File: src/rtl/periph_spi_arbiter.sv
// -----------------------------------------------------------------------------
// periph_spi_arbiter
//
// FPGA-side SPI master that shares the peripheral SPI bus between N_REQ
// internal requesters. Each granted requester gets one fixed-length
// full-duplex transaction (mode 1: CPOL=0, CPHA=1, MSB first) to the chip
// select it names. The word captured from MISO is returned on rdata.
//
// Configuration macro:
//   PERIPH_SPI_RR_EN  defined   -> round-robin arbitration (search starts at
//                                  last winner + 1, pointer updated at grant)
//                     undefined -> fixed priority, lowest index wins
//
// Ports:
//   clk        system clock, rising edge
//   rst_n      asynchronous active-low reset
//   req        per-requester transaction request (level)
//   req_sel    per-requester CS index, requester i at [3i+2:3i]
//   req_data   per-requester write word, requester i at [WIDTH*i +: WIDTH]
//   gnt        one-hot grant, high for the whole transaction
//   done       one-cycle completion pulse to the owning requester
//   err        one-cycle pulse with done when the select was out of range
//   rdata      captured read word, valid from done until the next done
//   busy       high whenever the FSM is not IDLE
//   spi_clk    SCLK (idles low)
//   spi_mosi   serial data out
//   spi_miso   serial data in (already muxed from the selected device)
//   cs_vec     active-low chip selects, at most one low
// -----------------------------------------------------------------------------
module periph_spi_arbiter #(
    parameter int N_REQ   = 4,
    parameter int N_CS    = 8,
    parameter int WIDTH   = 24,
    parameter int CLK_DIV = 2,
    parameter int CS_GAP  = 2
) (
    input  logic                   clk,
    input  logic                   rst_n,
    input  logic [N_REQ-1:0]       req,
    input  logic [N_REQ*3-1:0]     req_sel,
    input  logic [N_REQ*WIDTH-1:0] req_data,
    output logic [N_REQ-1:0]       gnt,
    output logic [N_REQ-1:0]       done,
    output logic                   err,
    output logic [WIDTH-1:0]       rdata,
    output logic                   busy,
    output logic                   spi_clk,
    output logic                   spi_mosi,
    input  logic                   spi_miso,
    output logic [N_CS-1:0]        cs_vec
);

    localparam int WW      = $clog2(N_REQ);
    localparam int CNT_MAX = (CLK_DIV > CS_GAP) ? CLK_DIV : CS_GAP;
    localparam int CW      = $clog2(CNT_MAX + 1);
    localparam int BW      = $clog2(WIDTH);

    typedef enum logic [2:0] {
        S_IDLE,
        S_SETUP,
        S_SHIFT,
        S_HOLD,
        S_GAP
    } state_t;

    state_t             state_q, state_d;
    logic [N_REQ-1:0]   gnt_q, gnt_d;
    logic [N_REQ-1:0]   done_q, done_d;
    logic               err_q, err_d;
    logic [WIDTH-1:0]   rdata_q, rdata_d;
    logic               busy_q, busy_d;
    logic               sclk_q, sclk_d;
    logic               mosi_q, mosi_d;
    logic [N_CS-1:0]    cs_q, cs_d;
    logic [WIDTH-1:0]   tx_q, tx_d;
    logic [WIDTH-1:0]   rx_q, rx_d;
    logic [CW-1:0]      cnt_q, cnt_d;
    logic [BW-1:0]      bit_q, bit_d;
    logic               bad_q, bad_d;   // current transaction has an out-of-range select

`ifdef PERIPH_SPI_RR_EN
    logic [WW-1:0]      ptr_q, ptr_d;   // last winner
`endif

    // Arbitration result (combinational, only consumed in IDLE)
    logic               arb_found;
    logic [WW-1:0]      arb_idx;
    logic [N_REQ-1:0]   arb_onehot;
    logic [2:0]         arb_sel;
    logic [WIDTH-1:0]   arb_data;
    logic               arb_sel_ok;
    logic [N_CS-1:0]    arb_cs;

    always_comb begin
        arb_found = 1'b0;
        arb_idx   = '0;
`ifdef PERIPH_SPI_RR_EN
        // Walk candidates ptr+1, ptr+2, ... modulo N_REQ; first requester wins.
        for (int unsigned k = 1; k <= N_REQ; k++) begin
            for (int unsigned i = 0; i < N_REQ; i++) begin
                if (!arb_found && req[i] &&
                    (i == ((32'(ptr_q) + k) % N_REQ))) begin
                    arb_found = 1'b1;
                    arb_idx   = WW'(i);
                end
            end
        end
`else
        for (int unsigned i = 0; i < N_REQ; i++) begin
            if (!arb_found && req[i]) begin
                arb_found = 1'b1;
                arb_idx   = WW'(i);
            end
        end
`endif
    end

    always_comb begin
        arb_onehot = '0;
        arb_sel    = '0;
        arb_data   = '0;
        for (int unsigned i = 0; i < N_REQ; i++) begin
            if (arb_idx == WW'(i)) begin
                arb_onehot[i] = 1'b1;
                arb_sel       = req_sel[3*i +: 3];
                arb_data      = req_data[WIDTH*i +: WIDTH];
            end
        end
        arb_sel_ok = (int'(arb_sel) < N_CS);
        arb_cs     = '1;
        for (int unsigned i = 0; i < N_CS; i++) begin
            if (int'(arb_sel) == int'(i)) begin
                arb_cs[i] = 1'b0;
            end
        end
    end

    always_comb begin
        state_d = state_q;
        gnt_d   = gnt_q;
        done_d  = '0;
        err_d   = 1'b0;
        rdata_d = rdata_q;
        sclk_d  = sclk_q;
        mosi_d  = mosi_q;
        cs_d    = cs_q;
        tx_d    = tx_q;
        rx_d    = rx_q;
        cnt_d   = cnt_q;
        bit_d   = bit_q;
        bad_d   = bad_q;
`ifdef PERIPH_SPI_RR_EN
        ptr_d   = ptr_q;
`endif

        case (state_q)
            S_IDLE: begin
                if (arb_found) begin
                    gnt_d = arb_onehot;
                    tx_d  = arb_data;
                    rx_d  = '0;
                    cnt_d = '0;
                    bit_d = '0;
                    bad_d = !arb_sel_ok;
`ifdef PERIPH_SPI_RR_EN
                    ptr_d = arb_idx;
`endif
                    if (arb_sel_ok) begin
                        cs_d    = arb_cs;
                        mosi_d  = arb_data[WIDTH-1];
                        state_d = S_SETUP;
                    end else begin
                        // No device selected: bus stays idle, only the gap runs.
                        cs_d    = '1;
                        mosi_d  = 1'b0;
                        state_d = S_GAP;
                    end
                end
            end

            S_SETUP: begin
                if (cnt_q == CW'(CLK_DIV - 1)) begin
                    cnt_d   = '0;
                    sclk_d  = 1'b1;   // first rising edge; MOSI already holds the MSB
                    state_d = S_SHIFT;
                end else begin
                    cnt_d = cnt_q + 1'b1;
                end
            end

            S_SHIFT: begin
                if (cnt_q == CW'(CLK_DIV - 1)) begin
                    cnt_d = '0;
                    if (sclk_q) begin
                        // Falling edge: sample MISO into the LSB end.
                        sclk_d = 1'b0;
                        rx_d   = {rx_q[WIDTH-2:0], spi_miso};
                    end else if (bit_q == BW'(WIDTH - 1)) begin
                        // Low half after the last falling edge has elapsed.
                        state_d = S_HOLD;
                    end else begin
                        // Rising edge: present the next bit.
                        sclk_d = 1'b1;
                        bit_d  = bit_q + 1'b1;
                        tx_d   = tx_q << 1;
                        mosi_d = tx_d[WIDTH-1];
                    end
                end else begin
                    cnt_d = cnt_q + 1'b1;
                end
            end

            S_HOLD: begin
                if (cnt_q == CW'(CLK_DIV - 1)) begin
                    cnt_d   = '0;
                    cs_d    = '1;
                    mosi_d  = 1'b0;
                    state_d = S_GAP;
                end else begin
                    cnt_d = cnt_q + 1'b1;
                end
            end

            S_GAP: begin
                if (cnt_q == CW'(CS_GAP - 1)) begin
                    cnt_d   = '0;
                    done_d  = gnt_q;
                    err_d   = bad_q;
                    rdata_d = bad_q ? '0 : rx_q;
                    gnt_d   = '0;
                    bad_d   = 1'b0;
                    state_d = S_IDLE;
                end else begin
                    cnt_d = cnt_q + 1'b1;
                end
            end

            default: begin
                state_d = S_IDLE;
                gnt_d   = '0;
                cs_d    = '1;
                sclk_d  = 1'b0;
            end
        endcase

        busy_d = (state_d != S_IDLE);
    end

    always_ff @(posedge clk or negedge rst_n) begin
        if (!rst_n) begin
            state_q <= S_IDLE;
            gnt_q   <= '0;
            done_q  <= '0;
            err_q   <= 1'b0;
            rdata_q <= '0;
            busy_q  <= 1'b0;
            sclk_q  <= 1'b0;
            mosi_q  <= 1'b0;
            cs_q    <= '1;
            tx_q    <= '0;
            rx_q    <= '0;
            cnt_q   <= '0;
            bit_q   <= '0;
            bad_q   <= 1'b0;
`ifdef PERIPH_SPI_RR_EN
            ptr_q   <= WW'(N_REQ - 1);
`endif
        end else begin
            state_q <= state_d;
            gnt_q   <= gnt_d;
            done_q  <= done_d;
            err_q   <= err_d;
            rdata_q <= rdata_d;
            busy_q  <= busy_d;
            sclk_q  <= sclk_d;
            mosi_q  <= mosi_d;
            cs_q    <= cs_d;
            tx_q    <= tx_d;
            rx_q    <= rx_d;
            cnt_q   <= cnt_d;
            bit_q   <= bit_d;
            bad_q   <= bad_d;
`ifdef PERIPH_SPI_RR_EN
            ptr_q   <= ptr_d;
`endif
        end
    end

    assign gnt      = gnt_q;
    assign done     = done_q;
    assign err      = err_q;
    assign rdata    = rdata_q;
    assign busy     = busy_q;
    assign spi_clk  = sclk_q;
    assign spi_mosi = mosi_q;
    assign cs_vec   = cs_q;

endmodule

File: config.mk
export PLATFORM = sky130hd
export DESIGN_NAME = periph_spi_arbiter
export DESIGN_NICKNAME = d
export VERILOG_FILES = /design/src/rtl/periph_spi_arbiter.sv
export SDC_FILE = /design/constraint.sdc
export NUM_CORES = 1
export LEC_CHECK = 0
export ABC_AREA = 1
export CORE_MARGIN = 2
export CORE_UTILIZATION = 34
export DETAILED_ROUTE_END_ITERATION = 12
export GPL_TIMING_DRIVEN = 0
export SLEW_MARGIN = 20
export SYNTH_ARGS = -nofsm -noshare
export SYNTH_HDL_FRONTEND = slang
export SYNTH_SLANG_ARGS = --single-unit
export TNS_END_PERCENT = 50
File: constraint.sdc
create_clock -name clk -period 1.5 [get_ports clk]
set_input_delay 0.45 -clock clk [delete_from_list [all_inputs] [get_ports clk]]
set_output_delay 0.45 -clock clk [all_outputs]
set_load 0.1 [all_outputs]
== Yosys cells after proc, flatten, opt, wreduce, memory -nomap -nowiden ==
Cells that the tools add are included.

* Register bits after elaboration: 102
* Bits of input ports: 115

* Add/subtract/negate cells: 2
* Equality and inequality tests: 24
* Multiplexer cells: 76
* Bitwise logic cells: 3
* Reduce and logical (&&, ||, !) cells: 27

{| class="wikitable"
|+ Operators by type and width
! cell !! number
|-
| 24-bit 2-to-1 mux || 8
|-
| 23-bit 2-to-1 mux || 4
|-
| 24-bit case mux with 2 select lines || 1
|-
| 23-bit case mux with 2 select lines || 1
|-
| 3-bit 2-to-1 mux || 11
|-
| 1-bit 2-to-1 mux || 29
|-
| 8-bit case mux with 3 select lines || 1
|-
| 5-bit 2-to-1 mux || 4
|-
| 4-bit 2-to-1 mux || 4
|-
| 8-bit 2-to-1 mux || 2
|-
| 2-bit != test (second input constant) || 8
|-
| 3-bit == test (second input constant) || 5
|-
| 3-bit case mux with 5 select lines || 1
|-
| 3-bit by 2-bit == test with 1-bit output (second input constant) || 4
|-
| 4-bit case mux with 3 select lines || 1
|-
| 3-bit AND reduction || 4
|-
| 5-bit case mux with 2 select lines || 1
|-
| 3-bit OR reduction || 3
|-
| 2-bit 2-to-1 mux || 4
|-
| 3-bit by 1-bit == test with 1-bit output (second input constant) || 2
|-
| 3-bit zero test || 2
|-
| 1-bit case mux with 3 select lines || 2
|-
| 6-bit AND reduction || 1
|-
| 2-bit nonzero test || 3
|-
| 16 further kinds || 26
|}

== Longest topological paths before layout ==
Gate-level depths: netlist (run 1).

* Depth in word-level cells: 19
* Mapped depth: 10
* Mapped depth without buffers: 9

== Worst setup path before layout (run 1) ==
OpenSTA, ideal clock, no wires.

* Kind: register to register
* Start point: register sclk_q, in the netlist spi_clk
* End point: register bit_q[4]
* Setup time: 95 ps
* Arrival: 1719 ps
* Required time: 1405 ps
* Path slack: -314 ps
* Stages on the path, launching flop included: 8
* Cell sequence: dfrtp_1 -> inv_1 -> nand3_1 -> nand2_1 -> nand2_1 -> buf_2 -> nand2_1 -> o31ai_1

* Longest elaborated chain between the ends: 2

{| class="wikitable"
|+ RTL lines
! item !! line !! RTL
|-
| from (decl) || 72 || <nowiki>logic sclk_q, sclk_d;</nowiki>
|-
| from (signal assigned) || 275 || <nowiki>sclk_q <= sclk_d;</nowiki>
|-
| 2-bit != test (no source line) || -- ||
|-
| 5-bit AND reduction (no source line) || -- ||
|-
| to (signal assigned) || 281 || <nowiki>bit_q <= bit_d;</nowiki>
|-
| to (decl) || 78 || <nowiki>logic [BW-1:0] bit_q, bit_d;</nowiki>
|}

No other way between the ends.
A chain may end at the register's enable or synchronous reset.

== Worst setup path in the final report (run 1) ==
* Start point: register state_q[2]
* End point: register rx_q[14]

* Longest elaborated chain between the ends: 3
* Elaborated cells between the ends (all ways): 8
* Classes of those cells: 4 x eq/ne; 1 x mux; 3 x reduce/logical

{| class="wikitable"
|+ RTL lines
! item !! line !! RTL
|-
| from (decl) || 66 || <nowiki>state_t state_q, state_d;</nowiki>
|-
| from (signal assigned) || 269 || <nowiki>state_q <= state_d;</nowiki>
|-
| 3-bit by 2-bit == test with 1-bit output / 3-bit zero test (equally long branches) || 156 || <nowiki>case (state_q)</nowiki>
|-
| 2-bit != test (no source line) / 2-bit nonzero test (equally long branches) || -- ||
|-
| 4-bit AND reduction (no source line) || -- ||
|-
| to (signal assigned) || 279 || <nowiki>rx_q <= rx_d;</nowiki>
|-
| to (decl) || 76 || <nowiki>logic [WIDTH-1:0] rx_q, rx_d;</nowiki>
|}

Several ways; a longest one is shown, not always the timed one.

==> metrics.cfg, run 1 <==
[timing]
max_freq_ghz=0.6443
clock_skew_ns=0.007714
worst_slack_ns=-0.05207
min_period_ns=1.552
min_period_over_period_pct=103.5
finalHoldViolCount=0
holdWs_ns=0.4879
final_max_slew_viol_count=0
rsz0062_at_grt=true
fin_tns_setup_ns=-0.9400
setup_violations=31

[grt]
grt_overflow=0
grt_pass1_vias=5113
track_usage_pct=18.72
grt_first_pass_wirelength_mm=24.44
antenna_found_initial=0
grt_max_degree=79

[logic_synthesis]
ys_top_cells_by_area=dfrtp_1 (45%), nand2_1 (12%), nand3_1 (7.0%)
syn-cell-area_um2=5066
synth_top_area_cell=dfrtp_1
ys_dominant_reg_cell=dfrtp_1
synth_cells=613
synth.avg_cell_area_um2=8.264
yosysWarningCount=0
ys_seq_area_share_pct=49.59
synthArstFlopShare_pct=100.0
synth-seq-cells=100
synth_edf_count=0
syn-num-nets=729
yosysTopAreaCellShare_pct=45.44
ys_types=36

[placement]
portBuffers=157
gp_congestion=0.8585
pre_cts_ws_ns=-0.8953
dp_hpwl_mm=10.99
detailed_place.area_um2=6903

[power]
comb_power_share_pct=50.8
vdd_drop_max_v=0.0007709
internal_power_mw=7.196
leakage_nw=3.459
p_clk_share_pct=20.3
powerDensity_nw_per_um2=1606
seqPwrFrac_pct=28.9
p_total_mw=12.60
p_sw_mw=5.399
swShare_pct=42.87

[routing]
routed_via_density=4.941
via_count=4931
drt-initial-drc-count=253
wl_mm=14.65
drc=0
wl_per_cell_um=14.68
antenna_left=0
firstDrtPassIters=5

[worst_setup_path]
worstPathRequired_ns=1.78
end_kind=flip-flop
startpoint_type=flip-flop
crit_type=flip-flop to flip-flop
reg2reg_depth=8
arrival_ns=1.83
path_max_fanout=10

[die]
die_w_um=126.1
dieArea_um2=15890
start_util_pct=34.86
core_area_um2=14530
std_cell_rows=44
pin_count=159
die_y_um=126.1

[clock_tree]
cts_max_level=3
clk_pin_slew_ns=0.07
cts_tree=built
cts-buffers-inserted=9
numClockSinks=100
cts_buffer_depth=2
root_buffer=clkbuf_16
insertion_delay_ns=0.35

[job]
maxCapViolations=0

[hold_path]
worstHoldPathCells=2
min_path_type=flip-flop to flip-flop

[finish]
fillerInstances=1415
syn2layout_area_growth_pct=54.78
layout-drive-gt1-share_pct=26.41
nets=925
design_area_um2=7841
insertedDiodeCount=0

[status]
violations=negative setup slack
status=complete, but fails checks

==> final cells by class <==
| class | instances | area, µm² | area share, % |
|---|---|---|---|
| buffer | 35 | 330.3 | 4.213 |
| clock buffer | 9 | 225.2 | 2.872 |
| inverter | 52 | 212.7 | 2.713 |
| clock inverter | 7 | 106.4 | 1.356 |
| timing repair buffer | 185 | 1839 | 23.46 |
| sequential | 100 | 2520 | 32.14 |
| multi-input combinational | 426 | 2377 | 30.32 |
| tap | 184 | 230.2 | 2.936 |
==> layer usage <==
metal | share of wire, % | track usage [%] | vias to the layer above
li1 | - | - | 2452
met3 | 6.3 | 5.098 | 14
met1 | 44 | 24.00 | 2310
met4 | 1.4 | 4.977 | 0
met5 | 0 | 0 | -
met2 | 49 | 31.34 | 155
==> critical path: stages, from the launching register on <==
cell and delay, ns:
dfrtp_2 0.43, buf_4 0.16, nor2_4 0.18, nand2_4 0.09, a21oi_4 0.18, buf_6 0.16
buf_12 0.14, nand3_2 0.07, o21ai_1 0.09
==> synth_stat cells, types with 3 or more instances <==
library cell,number
a21oi_1,9
buf_1,3
buf_2,17
clkbuf_1,11
dfrtp_1,92
dfstp_2,8
inv_1,44
inv_2,6
nand2_1,160
nand2_2,4
nand3_1,71
nand3_2,16
nand4_1,31
nor2_1,32
o211ai_1,24
o21ai_0,33
o21ai_1,16
o21ai_2,10
o31ai_1,3
==> layout by cell type, fill, tap and decap left out, types with 2 or more instances in the layout <==
cell type,synthesis,final
nand2_1,160,151
clkdlybuf4s50_1,0,109
dfrtp_1,92,88
nand3_1,71,67
buf_4,1,60
inv_1,44,41
o21ai_0,33,33
nand4_1,31,31
o211ai_1,24,24
nor2_1,32,23
nand3_2,16,20
buf_6,2,19
o21ai_2,10,13
buf_12,0,12
o21ai_1,16,12
clkbuf_16,0,9
nor2_4,2,8
a21oi_1,9,8
dfstp_2,8,8
nand2_4,0,7
inv_2,6,6
nand2_2,4,6
clkbuf_2,0,5
nor2_2,2,5
buf_2,17,4
inv_4,1,3
buf_8,1,3
clkbuf_4,0,3
dfrtp_2,0,3
nor3_2,0,2
nand3b_1,2,2
inv_6,0,2
xor2_1,2,2
o31ai_2,0,2
a21oi_4,0,2
clkinvlp_4,0,2
bufinv_16,0,2
inv_8,0,2
==> power by group through the flow <==
stage	Sequential, mW	Clock [mW]	Combinational, mW
after detailed placement	3.63	0	5.13
final	3.64	2.56	6.40
after global routing	3.71	2.76	6.93
after floorplan	4.62	0	2.69
after global placement	3.62	0	5.06
after CTS	3.61	2.64	5.93
==> worst paths after layout <==
| kind | start | endpoint | slack, ns |
|---|---|---|---|
| setup reg to reg | state_q[2]$_DFF_PN0_ | rx_q[14]$_DFFE_PN0P_ | -0.05 |
| max in group asynchronous | rst_n | cs_vec[2]$_DFFE_PN1P_ | 0.32 |
| hold / removal | rdata[3]$_DFFE_PN0P_ | rdata[3]$_DFFE_PN0P_ | 0.49 |
| setup / recovery | state_q[2]$_DFF_PN0_ | rx_q[14]$_DFFE_PN0P_ | -0.05 |
| hold reg to reg | rdata[3]$_DFFE_PN0P_ | rdata[3]$_DFFE_PN0P_ | 0.49 |
| min in group asynchronous | rst_n | rdata[7]$_DFFE_PN0P_ | 0.51 |
==> repair_timing <==
action	CTS	global route
buffers inserted	15	10
resized for setup	355	78
pin swaps	7	13
endpoints found under the setup margin	134	97
cloned	0	1
hold buffers	1	0
hold endpoints to repair	22	0
==> cell families (layout without fill, tap and decap cells) <==
kind of cell	count (synthesis)	count (layout)	share of synthesized area, %
other	1	1	0.07402
buffers and inverters	87	288	7.508
flip-flops	100	100	49.59
XOR/XNOR	3	3	0.5187
adder cells (fa/ha/maj)	1	1	0.2469
AND/OR/NAND/NOR	322	322	29.91
multiplexers	1	1	0.2223
AO/OA/AOI/OAI	98	98	11.93
==> registers in the layout, summed over array words and instances, names as in the netlist <==
name / cells
bit_q: 5
busy: 1
cnt_q: 2
cs_vec: 8
done: 4
gnt: 4
rdata: 24
rx_q: 24
spi_clk: 1
spi_mosi: 1
state_q: 3
tx_q: 23
==> per-stage QoR <==
step                      cells  utilization [%]
after floorplan             613                -
after global placement      954            47.30
after detailed placement    955            47.49
after CTS                   987            51.90
after global routing        998            53.95
final                       998            53.95
(Power assumes the default switching activity.)
==> run 2, diff against run 1 <==
- CTS_CLUSTER_SIZE: default -> 10
- SETUP_SLACK_MARGIN: default -> 0.02
- TNS_END_PERCENT: 50 -> 10
==> run 2 against run 1 <==
  * Flip-flop and latch count stayed put
  * Cell count shrank 0.50%
  * Core utilization fell by 0.75 points
  * Largest cell class unchanged
  * Fmax is 3.5% lower
  * Total power is 1.0% lower
  * The run still ends with negative setup slack left
  * Non-clock buffer count down 5
  * First-iteration DRC count decreased by 1.2%
  * Combinational power increased by 3.7%
  * Global-route usage is 0.28 points higher
==> metrics.cfg, run 2 (same netlist as run 1, synthesis figures left out) <==
[clock_tree]
cts_buffer_depth=2
cts_tree=built
clk_pin_slew_ns=0.06
insertion_delay_ns=0.34
cts_max_level=3
cts-buffers-inserted=9
root_buffer=clkbuf_16
numClockSinks=100

[timing]
worst_slack_ns=-0.1079
final_max_slew_viol_count=0
rsz0062_at_grt=true
holdWs_ns=0.4826
min_period_over_period_pct=107.2
clock_skew_ns=0.005078
fin_tns_setup_ns=-2.845
max_freq_ghz=0.6219
setup_violations=54
min_period_ns=1.608
finalHoldViolCount=0

[worst_setup_path]
crit_top_cell=a21oi_4
end_kind=flip-flop
cpPeakStageDelay_ns=0.45
arrival_ns=1.83
startpoint_type=flip-flop
crit_slowest_cell=dfrtp_2
path_cells=inv_4 > nand2_4 > nor2_4 > clkinv_4 > a21oi_4 > a21oi_4 > buf_6 > clkbuf_16 > nand3_2 > o21ai_1
worstPathRequired_ns=1.72
crit_type=flip-flop to flip-flop
path_max_fanout=7

[finish]
layout-drive-gt1-share_pct=25.09
syn2layout_area_growth_pct=52.63
fin_cells=993
fillerInstances=1387
insertedDiodeCount=0
final_cell_mix=nand2_1 (153), clkdlybuf4s50_1 (109), dfrtp_1 (89)
final_common_cell=nand2_1
nets=920

[routing]
drc=0
wl_per_cell_um=15.07
firstDrtPassIters=6
via_count=4938
antenna_left=0
wl_mm=14.96
routed_via_density=4.973
drt-initial-drc-count=250

[die]
dieArea_um2=15890
core_area_um2=14530
std_cell_rows=44
die_w_um=126.1
start_util_pct=34.86
die_y_um=126.1
pin_count=159

[status]
violations=negative setup slack
status=complete, but fails checks

[power]
powerDensity_nw_per_um2=1612
leakage_nw=3.413
vdd_drop_max_v=0.001072

[grt]
grt_first_pass_wirelength_mm=24.66
met1_usage_pct=22.91
met2_usage_pct=33.36
grt_overflow=0
grtUsageMet3_pct=5.055
antenna_found_initial=0
grt_pass1_vias=5184
top_usage_layer=met2
grt_max_degree=74
track_usage_pct=19.01

[placement]
portBuffers=157
dpl.cell_count=955
gp_congestion=0.8761
dp_hpwl_mm=11.15

[hold_path]
min_path_type=flip-flop to flip-flop

[job]
maxCapViolations=0

-- run 2: worst paths after layout --
check / cells after the start / startpoint / slack, ns / to
min in group asynchronous: 2 / rst_n / 0.55 / rdata[9]$_DFFE_PN0P_
min reg2reg: 2 / rdata[0]$_DFFE_PN0P_ / 0.48 / rdata[0]$_DFFE_PN0P_
max: 10 / state_q[2]$_DFF_PN0_ / -0.11 / rx_q[12]$_DFFE_PN0P_
min: 2 / rdata[0]$_DFFE_PN0P_ / 0.48 / rdata[0]$_DFFE_PN0P_
max reg2reg: 10 / state_q[2]$_DFF_PN0_ / -0.11 / rx_q[12]$_DFFE_PN0P_
max in group asynchronous: 3 / rst_n / 0.29 / cs_vec[3]$_DFFE_PN1P_
-- run 2: metal layers --
layer  part of all wire, %  routed length [µm]
met1                    42                6308
met2                    49                7360
met5                     0                   0
met3                   6.6                 985
met4                   2.1                 308
-- run 2: critical path: cells and delay by family, from the launching register on --
family / cells / cell delay (ns)
AND/OR/NAND/NOR: 3 / 0.27
flip-flops: 1 / 0.45
buffers and inverters: 4 / 0.51
AO/OA/AOI/OAI: 3 / 0.26
-- run 2: report_power, final --
| part | total [mW] | switching [mW] | internal, mW |
|---|---|---|---|
| Combinational | 6.64 | 4.05 | 2.59 |
| Sequential | 3.64 | 0.370 | 3.27 |
| Clock | 2.18 | 0.967 | 1.22 |
| Total | 12.5 | 5.38 | 7.08 |
-- run 2: metrics by stage --
step | utilization, % | instance area (µm²) | setup WS [ns] | power [mW]
after CTS | 51.45 | 7478 | -0.07917 | 11.87
after detailed placement | 47.56 | 6912 | -0.9606 | 8.803
after floorplan | - | 5081 | -0.02761 | 7.329
after global placement | 47.36 | 6883 | -4.392 | 8.713
after global routing | 53.20 | 7732 | -0.1670 | 13.25
final | 53.20 | 7732 | -0.1079 | 12.47
-- run 2: cell type report --
class                           count  area (µm²)  area share [%]
Tap cell                          184       230.2           2.977
Inverter                           52       212.7           2.751
Multi-Input combinational cell    426        2376           30.73
Sequential cell                   100        2519           32.57
Buffer                             35       286.5           3.706
Clock buffer                       13       260.3           3.366
Timing Repair Buffer              180        1827           23.62
Clock inverter                      3       21.27          0.2751
-- run 2: what timing repair did --
item	CTS	global route
hold endpoints to repair	27	0
endpoints found under the setup margin	134	103
resized for setup	358	49
buffers inserted	9	11
cloned	0	1
hold buffers	1	0
pin swaps	4	13
==> edit 1 (flow settings as in run 2) <==
Put one more register stage on the output `err`. The value now appears one clock later. The other outputs are not delayed to match. Comments in the files are not updated.
--- a/src/rtl/periph_spi_arbiter.sv
+++ b/src/rtl/periph_spi_arbiter.sv
@@ -288,7 +288,9 @@
 
     assign gnt      = gnt_q;
     assign done     = done_q;
-    assign err      = err_q;
+    always_ff @(posedge clk) begin
+        err <= err_q;
+    end
     assign rdata    = rdata_q;
     assign busy     = busy_q;
     assign spi_clk  = sclk_q;
Check against the original RTL: no difference found for any inputs over 10 cycles, from zero or initial values and one cycle with rst_n low; that may be too few to reach the edited logic, so the function may still have changed.
==> edit 1 against run 2 <==
  * The flow still finishes with violations (setup timing)
  * Global-route usage up 0.23 points
  * Routed wire length is 1.8% higher
  * Hold slack improved by 0.0012 ns
  * Area after synthesis is 1.9% lower
  * Worst setup slack improved by 0.00062 ns
  * Cell area rose by 1.8%
  * Total power increased by 3.4%
  * First-iteration DRC count increased by 3.6%
  * Sequential share of layout area shrank 0.58 points
  * Sequential cell count did not move
  * Largest cell class unchanged
  * Highest routed layer unchanged
==> edit 1: results (changes against run 2) <==
stage	metric	value	unit	change
critical_path	FF-to-FF path depth	9		was 10
yosys	Synth cell types	34		was 36
critical_path	worst path arrival time	1.88	ns	was 1.83 ns
drt	DR iter-0 viols	259		was 250
power	worst vdd ir	0.669	mV	was 1.07 mV
sta	Max Clock Skew	0.00720	ns	was 0.00508 ns
place	DP HPWL	11100	um	was 11,200 um
drt	Avg WL per Cell	15.1	um	about the same
run_status	status	finished with violations		unchanged
drt	Pre-Repair DR Iteration Count	4		was 6
drt	final WL	15200	um	was 15,000 um
place	dpl ws	-1.01	ns	was -0.961 ns
yosys	top post-synthesis cells by count	nand2_1, dfrtp_1, nand3_1		unchanged
sta	final worst setup slack	-0.107	ns	was -0.108 ns
finish	fillcell total	1325		was 1,387
clock_network	Longest Clk Path Bufs	2		unchanged
power	leakage	3.51	nW	was 3.41 nW
global_route	first-pass GRT wire length	24500	um	was 24,700 um
yosys	Area contributors post-synth	dfrtp_1, nand2_1, nand3_1		unchanged
yosys	Synthesized Nets	735		was 729
drt	Via Count	5053		was 4,938
critical_path	critical path's largest stage delay	0.43	ns	was 0.45 ns
finish	layout cell share with drive strength beyond 1	0.260		was 0.251
yosys	Mapped Cells	619		was 613
finish	nets	938		was 920
global_route	largest net degree at the start of global routing	83		was 74
sta	Final setup viols	43		was 54
place	routability congestion estimate	0.889		was 0.876
place	dpl cells	961		was 955
run_status	violated checks	setup timing		unchanged
## edit 1: changes by cell type after synthesis, moves of 2 or more
| cell | before | now |
|---|---|---|
| o21ai_1 | 16 | 21 |
| o21ai_2 | 10 | 1 |
| o21ai_0 | 33 | 37 |
| a21oi_1 | 9 | 4 |
| buf_4 | 1 | 3 |
| nand3_1 | 71 | 90 |
| nor2_1 | 32 | 40 |
| nand3_2 | 16 | 0 |
| buf_2 | 17 | 15 |
## edit 1: layout make-up
type / count / area [um2] / share of cell area
Sequential cell: 100 / 2520 / 0.320
Multi-Input combinational cell: 433 / 2360 / 0.299
Timing Repair Buffer: 192 / 1970 / 0.250
Buffer: 35 / 300 / 0.0381
Clock buffer: 11 / 243 / 0.0308
Tap cell: 184 / 230 / 0.0292
Inverter: 51 / 201 / 0.0256
Clock inverter: 5 / 57.6 / 0.00731
## edit 1: path summary, 6_finish.rpt
path                             from  slack, ns        to
min in group asynchronous       rst_n       0.51  rdata[6]
max in group asynchronous       rst_n       0.31   spi_clk
max                        state_q[0]      -0.11  rx_q[14]
min reg2reg                  rdata[1]       0.48  rdata[1]
max reg2reg                state_q[0]      -0.11  rx_q[14]
min                          rdata[1]       0.48  rdata[1]
## edit 1: where the power goes
part / internal [W] / switching [W] / leakage, nW / total [W]
clock: 0.00135 / 0.00101 / 0.150 / 0.00235
combinational: 0.00281 / 0.00407 / 2.04 / 0.00689
sequential: 0.00327 / 0.000378 / 1.32 / 0.00365
## edit 1: repair_timing
item	in CTS	in global routing
resized for setup	342	109
cloned	0	5
endpoints found under the setup margin	135	113
endpoints found under the hold margin	18	0
setup buffers	12	16
pin swaps	5	17
hold buffers	1	0
## edit 1: cell families after synthesis
kind of cell             share of synthesized area
flip-flops                                   0.506
multiplexers                               0.00227
AND/OR/NAND/NOR                              0.297
other                                     0.000755
buffers and inverters                       0.0745
adder cells (fa/ha/maj)                    0.00252
AO/OA/AOI/OAI                                0.112
XOR/XNOR                                   0.00529
## edit 1: metrics by stage
stage	TNS (ns)	util
global route	-6.58	0.546
global placement	-428.54	0.471
finish	-2.11	0.546
CTS	-2.81	0.511
floorplan	-0.360	-
detailed placement	-72.71	0.473
## edit 1: metal layers
layer	vias to the layer above	wire length, um	track usage
met3	15	977	0.0485
met5	-	0	0
li1	2482	-	-
met1	2393	6630	0.245
met4	0	244	0.0588
met2	163	7380	0.323
## edit 1: critical path: cells and delay by family (launching register included)
| kind | cells | cell delay, ns |
|---|---|---|
| AOI/OAI and AO/OA | 2 | 0.29 |
| and+or+nand+nor | 4 | 0.43 |
| DFF | 1 | 0.43 |
| buffers and inverters | 3 | 0.38 |
==> edit 2 (settings of run 2) <==
Made on the original files. Build with the macro `PERIPH_SPI_RR_EN` defined.
--- a/src/rtl/periph_spi_arbiter.sv
+++ b/src/rtl/periph_spi_arbiter.sv
@@ -27,6 +27,8 @@
 //   spi_miso   serial data in (already muxed from the selected device)
 //   cs_vec     active-low chip selects, at most one low
 // -----------------------------------------------------------------------------
+`define PERIPH_SPI_RR_EN
+
 module periph_spi_arbiter #(
     parameter int N_REQ   = 4,
     parameter int N_CS    = 8,
Check against the original RTL: same outputs for any inputs over 4 cycles, from zero or initial values and one cycle with rst_n low; that may be too few to reach the edited logic, so the function may still have changed.
==> edit 2 against run 2 <==
  * The run still ends with setup timing left
  * Sequential power up 5%
  * Cell area is 3.3% higher
  * Routed wire length increased by 2.5%
  * Clock power increased by 15%
  * Area after synthesis increased by 3.9%
  * Global-route usage increased by 0.34 points
  * Core utilization fell by 0.45 points
  * Count of clock-buffer cells in the layout is 3 lower
  * Maximum frequency decreased by 42%
  * Worst setup slack worse by 1.2 ns
  * Total power grew 38%
  * Sequential cell count is 2 higher
  * Critical path type unchanged
  * Highest routed layer unchanged
==> edit 2: results (changes against run 2) <==
stage	metric	value	unit	change
yosys	xor and xnor area share after synthesis	0.00166		was 0.00519
critical_path	worst path arrival time	3.01	ns	was 1.83 ns
yosys	sequential-to-total area share from yosys stat	0.488		was 0.496
sta	final worst setup slack	-1.29	ns	was -0.108 ns
finish	nets	1004		was 920
finish	fillcell total	1499		was 1,387
yosys	top post-synthesis cells by count	nand2_1, nor2_1, dfrtp_1, nand3_1, inv_1		was nand2_1, dfrtp_1, nand3_1
global_route	first-pass GRT wire length	25100	um	was 24,700 um
sta	Final setup viols	80		was 54
place	dpl ws	-1.89	ns	was -0.961 ns
power	leakage	3.71	nW	was 3.41 nW
place	routability congestion estimate	0.858		was 0.876
yosys	compound-cell area share of the yosys netlist	0.105		was 0.119
place	Area after DPL	0.00710	mm2	was 0.00691 mm2
global_route	gr usage total	0.193		was 0.190
finish	nonclk buf count	206		was 215
critical_path	worst r2r src	ptr_q[0]		was state_q[2]
critical_path	CP Max Fanout	10		was 7
power	worst vdd ir	1.17	mV	was 1.07 mV
finish	layout cell share with drive strength beyond 1	0.208		was 0.251
run_status	violated checks	setup timing		unchanged
run_status	status	finished with violations		unchanged
sta	Min Hold Slack	0.0368	ns	was 0.483 ns
finish	clk tree area frac	0.0401		was 0.0364
critical_path	FF-to-FF path depth	16		was 10
yosys	Synth cell types	34		was 36
finish	FFs & Latches	102		was 100
yosys	mux cell area share after synthesis	0		was 0.00222
global_route	number of global-route vias before repair	5213		was 5,184
yosys	Area contributors post-synth	dfrtp_1, nand2_1, nand3_1		unchanged
finish	clkbuf count	10		was 13
floorplan	die width	128	um	was 126 um
critical_path	Worst Setup EP	tx_q[8]		was rx_q[12]
global_route	largest net degree at the start of global routing	55		was 74
finish	inverter count	92		was 52
## edit 2: changes by cell type in the layout (fill, tap and decap cells not counted), sizes merged, moves of 6 or more
| cell | change |
|---|---|
| nor2 | +61 |
| inv | +43 |
| o22ai | +25 |
| o211ai | -23 |
| nand4 | -16 |
| nand2 | -9 |
| buf | -7 |
| clkbuf | -6 |
| nor3 | +6 |
## edit 2: per-stage QoR
stage,instances,setup TNS [ns],utilization
after global placement,1046,-526.49,0.467
final,1081,-85.54,0.528
after CTS,1075,-80.68,0.512
after global routing,1081,-98.68,0.528
after detailed placement,1047,-147.96,0.469
after floorplan,701,-59.46,-
## edit 2: critical path, stage by stage (launching register included)
cell     delay, ns
dfstp_2       0.57
buf_4         0.13
nor2_1        0.06
nand2_1       0.10
nand4_1       0.18
nor2_2        0.17
nand4_4       0.15
nor3_4        0.24
nand4_4       0.18
nand2_4       0.13
buf_6         0.13
nor2_4        0.07
buf_6         0.14
nand2_1       0.07
nand3_1       0.08
o21ai_1       0.17
nand3_1       0.08
## edit 2: timing repair
action                                  CTS  global route
pin swaps                                17            12
endpoints found under the setup margin  143           115
resized for setup                       363            69
buffers inserted                         11             4
cloned                                    1             2
## edit 2: power by group through the flow
stage	sequential (W)	clock (W)	combinational (W)
global placement	0.00380	0	0.00879
finish	0.00381	0.00251	0.0109
detailed placement	0.00379	0	0.00887
CTS	0.00379	0.00257	0.0102
floorplan	0.00477	0	0.00529
global route	0.00388	0.00270	0.0120
## edit 2: cells by family after synthesis
kind of cell	Yosys count
compound gates	101
xor+xnor	1
fa+ha+maj	1
buf+inv	122
flops	102
other cells	1
simple gates	373
## edit 2: per-layer routing
layer	wire length, um	GRT usage	part of all wire
met5	0	0	0
met4	307	0.0646	0.020
met3	830	0.0462	0.054
met2	7560	0.330	0.49
met1	6630	0.241	0.43
